## config.mk

```make
export PLATFORM = sky130hd
export DESIGN_NAME = counter_gated_bank
export DESIGN_NICKNAME = d
export VERILOG_FILES = /design/src/rtl/counter_gated_bank.sv
export SDC_FILE = /design/constraint.sdc
export NUM_CORES = 1
export LEC_CHECK = 0
export CELL_PAD_IN_SITES_DETAIL_PLACEMENT = 0
export CELL_PAD_IN_SITES_GLOBAL_PLACEMENT = 2
export CORE_MARGIN = 1.5
export CORE_UTILIZATION = 38
export CTS_CLUSTER_DIAMETER = 120
export DETAILED_ROUTE_END_ITERATION = 16
export PLACE_DENSITY = 0.77
export RECOVER_POWER = 50
export SLEW_MARGIN = 10
export SYNTH_ARGS = -nofsm -noshare
export SYNTH_HDL_FRONTEND = slang
export SYNTH_SLANG_ARGS = --single-unit
```

## constraint.sdc

```tcl
create_clock -name CLK -period 2.5 [get_ports CLK]
set_input_delay 0.5 -clock CLK [delete_from_list [all_inputs] [get_ports CLK]]
set_output_delay 0.5 -clock CLK [all_outputs]
set_load 0.01 [all_outputs]
```

## src/rtl/counter_gated_bank.sv

```systemverilog
// counter_gated_bank: gated multi-channel event counter bank with start/abort handshake and registered readout
module counter_gated_bank #(
    parameter int WIDTH = 32,
    parameter int N_CH = 4,
    parameter int GATE_W = 24,
    parameter bit SATURATE = 1'b0,
    parameter int SEL_W = (N_CH > 1) ? $clog2(N_CH) : 1
) (
    input  logic              CLK,
    input  logic              reset,
    input  logic              start,
    input  logic              abort,
    input  logic [GATE_W-1:0] gate_cycles,
    input  logic [N_CH-1:0]   inc,
    output logic              busy,
    output logic              done,
    output logic [N_CH-1:0]   ovf,
    input  logic [SEL_W-1:0]  rd_sel,
    output logic [WIDTH-1:0]  rd_data,
    output logic              rd_ovf
);
    localparam logic [1:0] IDLE = 2'd0, RUN = 2'd1, DONE = 2'd2;
    logic [1:0] state;
    logic [GATE_W-1:0] timer;
    logic [WIDTH-1:0] cnt [N_CH];
    logic sel_ok;
    assign sel_ok = 32'(rd_sel) < 32'(N_CH);
    assign busy = state == RUN;
    assign done = state == DONE;
    always_ff @(posedge CLK) begin
        if (reset) begin
            state   <= IDLE;
            timer   <= '0;
            ovf     <= '0;
            rd_data <= '0;
            rd_ovf  <= 1'b0;
            for (int i = 0; i < N_CH; i++) cnt[i] <= '0;
        end else begin
            rd_data <= sel_ok ? cnt[rd_sel] : '0;
            rd_ovf  <= sel_ok & ovf[rd_sel];
            if (state == IDLE) begin
                if (start) begin
                    timer <= gate_cycles;
                    state <= (gate_cycles == '0) ? DONE : RUN;
                    ovf   <= '0;
                    for (int i = 0; i < N_CH; i++) cnt[i] <= '0;
                end
            end else if (state == RUN) begin
                timer <= timer - GATE_W'(1);
                // abort wins over the natural end of the window
                state <= abort ? IDLE : (timer == GATE_W'(1)) ? DONE : RUN;
                for (int i = 0; i < N_CH; i++) begin
                    if (inc[i]) begin
                        if (&cnt[i]) begin
                            ovf[i] <= 1'b1;
                            cnt[i] <= SATURATE ? cnt[i] : '0;
                        end else begin
                            cnt[i] <= cnt[i] + WIDTH'(1);
                        end
                    end
                end
            end else begin
                state <= IDLE;
            end
        end
    end
endmodule

```

==> results.ini <==
[floorplan]
die_h_um = 167
initial_core_util = 0.390
die-area_um2 = 27900
coreArea_um2 = 26200
die_w_um = 167
fp-row-count = 59
io_pins = 73

[power]
ir_worst_vdd_mv = 0.391
p_leak_nw = 4.37
power_density_nw_per_um2 = 579
p_total_mw = 7.22

[logic_synthesis]
synth_fp_nets = 1081
post_synth_num_cell_types = 66
yosysWarnings = 0
synth_flop_cell = edfxtp_1
synthCells = 1041
syn-cell-area_um2 = 10200
avgSynthCellArea_um2 = 9.82
synth-edff-count = 96
asyncSetResetFlopFracSynth = 0
yosysSeqAreaShare = 0.468
yosys_register_bits = 191

[run]
max_cap_violations = 0

[cells_and_area]
final_common_cell = nor2_1
antenna_cells = 0
nNetsFinal = 1218
area_delta_synth_final_pct = 21.9
drive_gt1_frac = 0.149
postLayoutCoreUtil = 0.475
fill_cells = 2509
final_cell_mix = nor2_1 (161), edfxtp_1 (96), dfxtp_1 (95)

[worst_setup_path]
rr_worst_depth = 9
cp_max_fo = 6
timing.rr.start = cnt[0][0]
rr_endpoint = cnt[0][19]
required_ps = 2820
cp-start-kind = flip-flop
cp.arrival_ps = 2650
reg2reg_slack_ps = 170
worstSetupPathType = flip-flop to flip-flop
critPathLaunch = cnt[0][0]
end_kind = flip-flop

[global_route]
track_usage = 0.233
grt_overflow = 0
grt_max_degree = 34
antenna_found_initial = 0
grt_pass1_vias = 8309
grt_pass1_wl_um = 49600

[clocking]
cts_max_path_buffers = 2
cts_tree = done
htree_levels = 4
clock-sinks = 191
cts_made_buffers = 17
cts_root_buf = clkbuf_16
clk-insertion-delay-late_ps = 450
cts_hold_buf = 0
clk_pin_slew_ps = 80

[timing]
hold_viol_final = 0
fin_crit_ps = 2330
fin_setup_tns_ps = 0
finClkSkew_ps = 20.3
final-setup-viol-count = 0
rsz0062_at_grt = false
finalCritPeriodShare = 0.931
tightest_slew_ps = 975
maxSlewViolCount = 0
max_freq_mhz = 430
slew-limit-headroom = 0.350

[routing]
routedWlPerCell_um = 20.5
drc = 0
vias = 8591
drtPass1Iterations = 5
wirelength_um = 31400
drt_iter0_markers = 709
vias_per_cell = 5.63
ant_nets = 0

[worst_hold_path]
min_from = timer[1]
min_path_cells = 2
hold_end = timer[1]
hold_path_class = flip-flop to flip-flop

[placed_design]
portBuffers = 72
gp_congestion = 0.825
hpwlAfterDp_um = 22900

[run_status]
outcome = finished clean

## cells in the mapped netlist, types with 6 or more instances
cell,number,share of area
and3_1,23,0.014
nor2_1,163,0.060
dfxtp_1,95,0.19
nand3b_1,6,0.0044
nor4_1,21,0.013
mux4_2,33,0.073
buf_2,11,0.0054
nand2_1,76,0.028
or3_1,13,0.0080
nand4_1,42,0.026
and4_1,21,0.018
nand3_1,48,0.024
or2_2,6,0.0037
clkbuf_1,30,0.011
and2_1,27,0.017
a211oi_1,9,0.0066
a31oi_1,7,0.0043
ha_1,6,0.0073
inv_1,13,0.0048
nor3_1,30,0.015
edfxtp_1,96,0.28
xor2_1,57,0.049
a21oi_1,46,0.023
o21ai_0,36,0.018
nor2b_1,19,0.012
xnor2_1,38,0.033
## final cells by class
type	count	area, um2	area share
clock buffers	18	429	0.0344
well taps	335	419	0.0336
clock inverters	14	125	0.0100
repair buffers	164	1440	0.115
multi-input cells	791	5220	0.419
flip-flops and latches	191	4780	0.384
inverters	13	48.8	0.00392
## stage by stage
stage	setup slack, ps	hold slack, ps	cell area [um2]	std cells
global placement	41.6	484	11900	1493
detailed placement	22.7	485	11900	1493
finish	173	499	12500	1526
CTS	68.5	500	12500	1525
floorplan	272	451	10200	1041
global route	47.1	546	12500	1526
## layer usage
metal	up-vias	GRT usage	part of all wire
li1	4104	-	-
met1	4238	0.342	0.48
met2	221	0.361	0.46
met3	28	0.0273	0.046
met4	0	0.0621	0.015
met5	-	0	0
## cells by family (layout without fill, tap and decap cells)
kind of cell | after synthesis | count (layout) | share of synthesized area
AO/OA/AOI/OAI | 134 | 134 | 0.0796
XOR/XNOR | 95 | 95 | 0.0814
adder cells (fa/ha/maj) | 6 | 6 | 0.00735
buffers and inverters | 59 | 209 | 0.0238
flip-flops | 191 | 191 | 0.468
multiplexers | 36 | 36 | 0.0758
AND/OR/NAND/NOR | 520 | 520 | 0.264
## worst max-delay path, stage by stage (launching register included)
cell     delay, ps
dfxtp_1        430
ha_1           280
nand4_1        180
nor4_1         210
buf_4          160
nand3_1        260
buf_4          270
and4_1         200
xnor2_1        160
nor2_1          50
## state kept, by name, indices dropped and copies added, names as in the netlist
register and flops:
cnt 128, ovf 4, rd_data 32, rd_ovf 1
state 2, timer 24
## power breakdown
part	total, mW	switching, mW	internal, mW
sequential	3.70	0.216	3.48
combinational	0.857	0.458	0.399
clock	2.66	1.35	1.31
total	7.22	2.02	5.20
## worst max path at each step
stage                 endpoint
detailed placement  cnt[0][29]
global placement    cnt[0][29]
global route         cnt[3][3]
CTS                 cnt[3][18]
floorplan           cnt[1][15]
finish              cnt[0][19]
## what timing repair did
item | in CTS | in global routing
endpoints found under the hold margin | 0 | 0
gates resized for setup | 0 | 4
endpoints found under the setup margin | 0 | 34
buffers inserted | 0 | 1
(Power assumes the default switching activity.)
